`src/rtl/cricket_pkg.sv`:
```
// Shared types for the match controller: FSM state codes, result codes, over length.
// Latency: n/a (types and a pure combinational helper only).
// Backpressure: n/a.
package cricket_pkg;

    localparam int BALLS_PER_OVER = 6;

    typedef enum logic [2:0] {
        S_IDLE     = 3'd0,
        S_START    = 3'd1,
        S_WAIT_ACT = 3'd2,
        S_PLAY     = 3'd3,
        S_FWD      = 3'd4,
        S_CHECK    = 3'd5,
        S_BREAK    = 3'd6,
        S_DONE     = 3'd7
    } match_state_t;

    localparam logic [1:0] RES_NONE = 2'b00;
    localparam logic [1:0] RES_T1   = 2'b01;
    localparam logic [1:0] RES_T2   = 2'b10;
    localparam logic [1:0] RES_TIE  = 2'b11;

    // Balls left in the innings. Saturates at zero so an over-long innings
    // reported by the tracker can never wrap to a large count.
    function automatic logic [7:0] balls_left(input int unsigned max_overs,
                                              input logic [4:0]   overs,
                                              input logic [2:0]   balls);
        logic [8:0] total;
        logic [8:0] bowled;
        total  = 9'(max_overs * BALLS_PER_OVER);
        bowled = 9'(overs) * 9'(BALLS_PER_OVER) + 9'(balls);
        return (bowled >= total) ? 8'd0 : 8'(total - bowled);
    endfunction

endpackage

```
`src/rtl/cricket_innings_judge.sv`:
```
// Decides whether the current innings is over and decodes the match result.
// Latency: purely combinational, zero cycles.
// Backpressure: none; evaluated every cycle, consumed only in CHECK.
//
// Ports:
//   trk_balls/overs/total_runs/wickets  tracker score for the current innings
//   innings_num                          0 = first innings, 1 = second
//   target                               runs needed to win in innings 2
//   innings_over                         any innings-ending condition holds
//   result_code                          result if this were the end of innings 2
module cricket_innings_judge
    import cricket_pkg::*;
#(
    parameter int MAX_OVERS   = 20,
    parameter int MAX_WICKETS = 10
) (
    input  logic [2:0]  trk_balls,
    input  logic [4:0]  trk_overs,
    input  logic [15:0] trk_total_runs,
    input  logic [3:0]  trk_wickets,
    input  logic        innings_num,
    input  logic [15:0] target,
    output logic        innings_over,
    output logic [1:0]  result_code
);

    logic all_out;
    logic overs_done;
    logic chased;

    assign all_out    = trk_wickets >= 4'(MAX_WICKETS);
    assign overs_done = (trk_overs == 5'(MAX_OVERS)) && (trk_balls == 3'd0);
    assign chased     = trk_total_runs >= target;

    // The chase only counts in the second innings; in the first the target is meaningless.
    assign innings_over = all_out || overs_done || (innings_num && chased);

    // Reaching the target wins even if the same ball was the last or the tenth wicket.
    always_comb begin
        result_code = RES_T1;
        if (chased) begin
            result_code = RES_T2;
        end else if (trk_total_runs == target - 16'd1) begin
            result_code = RES_TIE;
        end
    end

endmodule

```
`src/rtl/cricket_match_controller.sv`:
```
// Sequences a two-innings, overs-limited match around one external ball tracker.
// Latency: ball accepted at N, tracker pulse at N+1, evaluated at N+2, next accept at N+3 earliest.
// Backpressure: ball_ready high only in PLAY; ball_valid_in is ignored whenever ball_ready is low.
//
// Ports:
//   clk, reset_n                     clock and asynchronous active-low reset
//   match_start                      start pulse, honoured only in IDLE or DONE
//   ball_valid_in/runs_in/wicket_in  scorer ball handshake, ball_ready back
//   trk_start_innings/ball_bowled/runs_scored/wicket_fallen   commands to tracker
//   trk_balls/overs/total_runs/wickets/innings_active        status from tracker
//   match_state, innings_num, first_innings_runs, target,
//   balls_remaining, result, match_done                      match status
module cricket_match_controller
    import cricket_pkg::*;
#(
    parameter int MAX_OVERS    = 20,
    parameter int MAX_WICKETS  = 10,
    parameter int BREAK_CYCLES = 4
) (
    input  logic        clk,
    input  logic        reset_n,
    input  logic        match_start,
    input  logic        ball_valid_in,
    input  logic [2:0]  runs_in,
    input  logic        wicket_in,
    output logic        ball_ready,
    output logic        trk_start_innings,
    output logic        trk_ball_bowled,
    output logic [2:0]  trk_runs_scored,
    output logic        trk_wicket_fallen,
    input  logic [2:0]  trk_balls,
    input  logic [4:0]  trk_overs,
    input  logic [15:0] trk_total_runs,
    input  logic [3:0]  trk_wickets,
    input  logic        trk_innings_active,
    output logic [2:0]  match_state,
    output logic        innings_num,
    output logic [15:0] first_innings_runs,
    output logic [15:0] target,
    output logic [7:0]  balls_remaining,
    output logic [1:0]  result,
    output logic        match_done
);

    localparam int              BRK_W    = (BREAK_CYCLES > 1) ? $clog2(BREAK_CYCLES) : 1;
    localparam logic [BRK_W-1:0] BRK_LAST = BRK_W'(BREAK_CYCLES - 1);

    match_state_t     state;
    match_state_t     state_nxt;
    logic [2:0]       ball_runs_q;
    logic             ball_wkt_q;
    logic [BRK_W-1:0] brk_cnt;
    logic             innings_over;
    logic [1:0]       result_code;
    logic             start_ok;
    logic             accept;
    logic             innings_end;

    cricket_innings_judge #(
        .MAX_OVERS   (MAX_OVERS),
        .MAX_WICKETS (MAX_WICKETS)
    ) u_judge (
        .trk_balls      (trk_balls),
        .trk_overs      (trk_overs),
        .trk_total_runs (trk_total_runs),
        .trk_wickets    (trk_wickets),
        .innings_num    (innings_num),
        .target         (target),
        .innings_over   (innings_over),
        .result_code    (result_code)
    );

    assign start_ok    = ((state == S_IDLE) || (state == S_DONE)) && match_start;
    assign accept      = (state == S_PLAY) && ball_valid_in;
    assign innings_end = (state == S_CHECK) && innings_over;

    always_ff @(posedge clk or negedge reset_n) begin
        if (!reset_n) begin
            state <= S_IDLE;
        end else begin
            state <= state_nxt;
        end
    end

    always_comb begin
        state_nxt         = state;
        ball_ready        = 1'b0;
        trk_start_innings = 1'b0;
        trk_ball_bowled   = 1'b0;
        trk_runs_scored   = 3'd0;
        trk_wicket_fallen = 1'b0;
        match_done        = 1'b0;
        case (state)
            S_IDLE: begin
                if (match_start) state_nxt = S_START;
            end
            S_START: begin
                trk_start_innings = 1'b1;
                state_nxt         = S_WAIT_ACT;
            end
            S_WAIT_ACT: begin
                if (trk_innings_active) state_nxt = S_PLAY;
            end
            S_PLAY: begin
                ball_ready = 1'b1;
                if (ball_valid_in) state_nxt = S_FWD;
            end
            S_FWD: begin
                trk_ball_bowled   = 1'b1;
                trk_runs_scored   = ball_runs_q;
                trk_wicket_fallen = ball_wkt_q;
                state_nxt         = S_CHECK;
            end
            S_CHECK: begin
                // Tracker took the ball on the FWD edge, so its outputs are current here.
                if (innings_over) begin
                    state_nxt = innings_num ? S_DONE : S_BREAK;
                end else begin
                    state_nxt = S_PLAY;
                end
            end
            S_BREAK: begin
                if (brk_cnt == BRK_LAST) state_nxt = S_START;
            end
            S_DONE: begin
                match_done = 1'b1;
                if (match_start) state_nxt = S_START;
            end
            default: state_nxt = S_IDLE;
        endcase
    end

    always_ff @(posedge clk or negedge reset_n) begin
        if (!reset_n) begin
            innings_num        <= 1'b0;
            first_innings_runs <= 16'd0;
            target             <= 16'd0;
            result             <= RES_NONE;
            ball_runs_q        <= 3'd0;
            ball_wkt_q         <= 1'b0;
            brk_cnt            <= '0;
        end else begin
            if (start_ok) begin
                innings_num        <= 1'b0;
                first_innings_runs <= 16'd0;
                target             <= 16'd0;
                result             <= RES_NONE;
            end
            if (accept) begin
                ball_runs_q <= runs_in;
                ball_wkt_q  <= wicket_in;
            end
            if (innings_end) begin
                if (!innings_num) begin
                    first_innings_runs <= trk_total_runs;
                    target             <= trk_total_runs + 16'd1;
                end else begin
                    result <= result_code;
                end
            end
            if (state == S_CHECK) begin
                brk_cnt <= '0;
            end else if (state == S_BREAK) begin
                brk_cnt <= brk_cnt + 1'b1;
                if (brk_cnt == BRK_LAST) innings_num <= 1'b1;
            end
        end
    end

    assign match_state     = state;
    assign balls_remaining = balls_left(MAX_OVERS, trk_overs, trk_balls);

endmodule

```
`config.mk`:
```
export PLATFORM = sky130hd
export DESIGN_NAME = cricket_match_controller
export DESIGN_NICKNAME = d
export VERILOG_FILES = /design/src/rtl/cricket_pkg.sv /design/src/rtl/cricket_innings_judge.sv /design/src/rtl/cricket_match_controller.sv
export SDC_FILE = /design/constraint.sdc
export NUM_CORES = 1
export LEC_CHECK = 0
export ABC_AREA = 1
export CAP_MARGIN = 20
export CORE_MARGIN = 4
export CORE_UTILIZATION = 35
export DETAILED_ROUTE_END_ITERATION = 7
export HOLD_SLACK_MARGIN = 0.06
export SYNTH_ARGS = -nofsm -noshare
export SYNTH_HDL_FRONTEND = slang
export SYNTH_SLANG_ARGS = --single-unit
```
`constraint.sdc`:
```
create_clock -name clk -period 2.7 [get_ports clk]
set_clock_uncertainty 0.05 [all_clocks]
set_input_delay 0.27 -clock clk [delete_from_list [all_inputs] [get_ports clk]]
set_output_delay 0.27 -clock clk [all_outputs]
set_load 0.02 [all_outputs]
```
==> results.cfg, run 1 <==
[logic_synthesis]
syn_inst = 555
synth_ff_type = dfrtp_1
yosysTopAreaCell = dfrtp_1
synth_area_mm2 = 0.003841
synth_seq_area_share_pct = 28.66
yosys_warnings = 0
async_reset_ff_share_pct = 100.0
synth_cell_types = 40
syn_nets = 623
synth.top_cell.area_share_pct = 28.66
ys_seq_elements = 44
synthTopCellsByArea = dfrtp_1 (29%), nand2_1 (13%), ha_1 (9.4%)
synth_edf_count = 0
syn_avg_cell_area_um2 = 6.921

[routing]
met1_length_mm = 4.787
first_iter_violations = 160
met3_wirelength_um = 583
firstDrtPassIters = 4
postRouteWirelength_mm = 10.61
vias_per_cell = 4.743
routed.top_layer = met4
wl_met2_mm = 5.125
drc = 0
post_drt_wl_per_cell_um = 13.16
ant_nets = 0
vias = 3823

[worst_setup_path]
crit_fanout = 2
reg2reg_from = target[0]$_DFF_PN0_
cp-startpoint = trk_balls[1]
startpoint_type = primary input
reg2reg_slack_ns = 0.63
r2r_cells = 12
path_class = primary input to output pin
r2r_end = result[1]$_DFF_PN0_
endpoint_kind = output pin
worstPathRequired_ns = 2.38
worst-endpoint-arrival_ns = 2.23

[placement]
dp_hpwl_mm = 8.432
io_buffer_count = 88
place_ws_ns = -0.6895
dpl-instance-area_mm2 = 0.005002
gp_congestion = 0.9170
dp_cells = 792

[floorplanning]
die-area_mm2 = 0.01271
start_util_pct = 36.55
fp.coreArea_mm2 = 0.01051
die_w_um = 112.8
rows = 37
num_io_pins = 91
die_h_um = 112.8

[finish]
postLayoutCoreUtil_pct = 50.02
final_cell_mix = nand2_1 (127), clkdlybuf4s50_1 (76), inv_1 (75)
final_area_mm2 = 0.005256
stdcell_count = 806
area_delta_synth_final_pct = 36.84
layout_commonest_cell = nand2_1
num_antenna_cells = 0
fin_nets = 737
drive_gt1_share_pct = 15.82

[clock_tree]
cts_buffers = 5
clkLatencyLatePin_ns = 0.31
cts_buffer_depth = 2
cts.sinks = 44
cts_max_level = 2
ctsRootBufferMaster = clkbuf_8
clk_pin_slew_worst_paths_ns = 0.10
cts_tree = yes

[timing]
whs_ns = 0.3408
hold_violations = 0
finalCritPeriodShare_pct = 94.46
setup_viol = 0
fin_ws_ns = 0.1495
fmax_mhz = 392.1
drv_slew = 0
tns_ns = 0
post-route-min-period_ns = 2.550

[job]
max_cap_viol_count = 0

[pwr]
combPwrFrac_pct = 67.0
switchingPower_mw = 2.637
swShare_pct = 49.42
ir_drop_mv = 0.4035
p_int_mw = 2.698
power.density_mw_per_mm2 = 1015
p_leak_nw = 2.584
power_frac_clock_pct = 10.1
p_seq_share_pct = 22.8
power_mw = 5.335

[global_routing]
grt_max_degree = 45
grt.total_usage_pct = 17.01
antenna_found_initial = 0
grt-ovfl-total = 0
grt_first_pass_wirelength_mm = 18.15
grt_pass1_vias = 3804

[min_path]
hold_class = primary input to async pin

[status]
status = finished clean
## Yosys cell counts, types with 6 or more instances
cell type	n
inv_2	11
dfrtp_1	44
o21ai_1	19
inv_1	76
o21ai_0	13
xnor2_1	8
xor2_1	15
nand2_2	7
nor2_2	8
nand2_1	130
buf_2	7
nor2_1	63
a21oi_1	14
nand4_1	8
nand3b_1	6
nand3_1	55
ha_1	29
## power groups by stage
| stage | registers (mW) | logic [mW] | clock network (mW) |
|---|---|---|---|
| finish | 1.22 | 3.58 | 0.541 |
| global route | 1.28 | 4.04 | 0.587 |
| CTS | 1.22 | 3.57 | 0.563 |
| detailed placement | 1.23 | 3.54 | 0 |
| global placement | 1.22 | 3.50 | 0 |
| floorplan | 1.48 | 2.04 | 0 |
## logic make-up after synthesis
logic type               Yosys count  synth area share [%]
AO/OA/AOI/OAI                     65                 9.902
XOR/XNOR                          25                 6.385
adder cells (fa/ha/maj)           31                 10.49
buffers and inverters             97                 9.902
flip-flops                        44                 28.66
other                              1               0.09763
AND/OR/NAND/NOR                  292                 34.56
## worst max-delay path by stage
stage | end
after floorplan | balls_remaining[6]
after global placement | balls_remaining[6]
after detailed placement | balls_remaining[1]
after CTS | balls_remaining[5]
after global routing | balls_remaining[6]
final | balls_remaining[5]
## layout make-up
type / count / area (µm²)
multi-input cells: 414 / 2464
inverters: 88 / 330.3
clock inverters: 3 / 46.29
clock buffers: 5 / 68.82
fillers: 1069 / 5253
repair buffers: 116 / 1076
flip-flops and latches: 44 / 1101
well taps: 136 / 170.2
## registers in the layout (all words and copies together), names as in the netlist
signal	cells
result	2
match_state	3
target	16
first_innings_runs	16
ball_wkt_q	1
innings_num	1
brk_cnt	2
ball_runs_q	3
## metal layers
layer	vias up	global-route usage, %
li1	1999	-
met1	1738	21.48
met2	76	29.42
met3	10	4.011
met4	0	4.006
met5	-	0
## critical path: stages
cell and delay (ns):
clkdlybuf4s50_1 0.43, ha_2 0.21, fa_2 0.35, nand2_1 0.09, nor2_2 0.04, nand3b_1 0.19, nand2_2 0.12, buf_4 0.12
xor2_1 0.19, nor2_2 0.06, buf_4 0.15
## repair_timing
action,in CTS,in global routing
resized for setup,48,18
endpoints found under the setup margin,7,7
hold endpoints to repair,0,12
setup buffers,2,2
hold buffers,0,1
gates cloned,0,0
pin swaps,7,16
(Power assumes the default switching activity.)
==> inputs of run 2 (changes only) <==
--- a/config.mk
+++ b/config.mk
@@ -10,7 +10,6 @@
 export CORE_MARGIN = 4
 export CORE_UTILIZATION = 35
 export DETAILED_ROUTE_END_ITERATION = 7
-export HOLD_SLACK_MARGIN = 0.06
 export SYNTH_ARGS = -nofsm -noshare
 export SYNTH_HDL_FRONTEND = slang
 export SYNTH_SLANG_ARGS = --single-unit
==> results of run 2 <==
No change in the layout: final DEF, timing and power equal those of run 1.
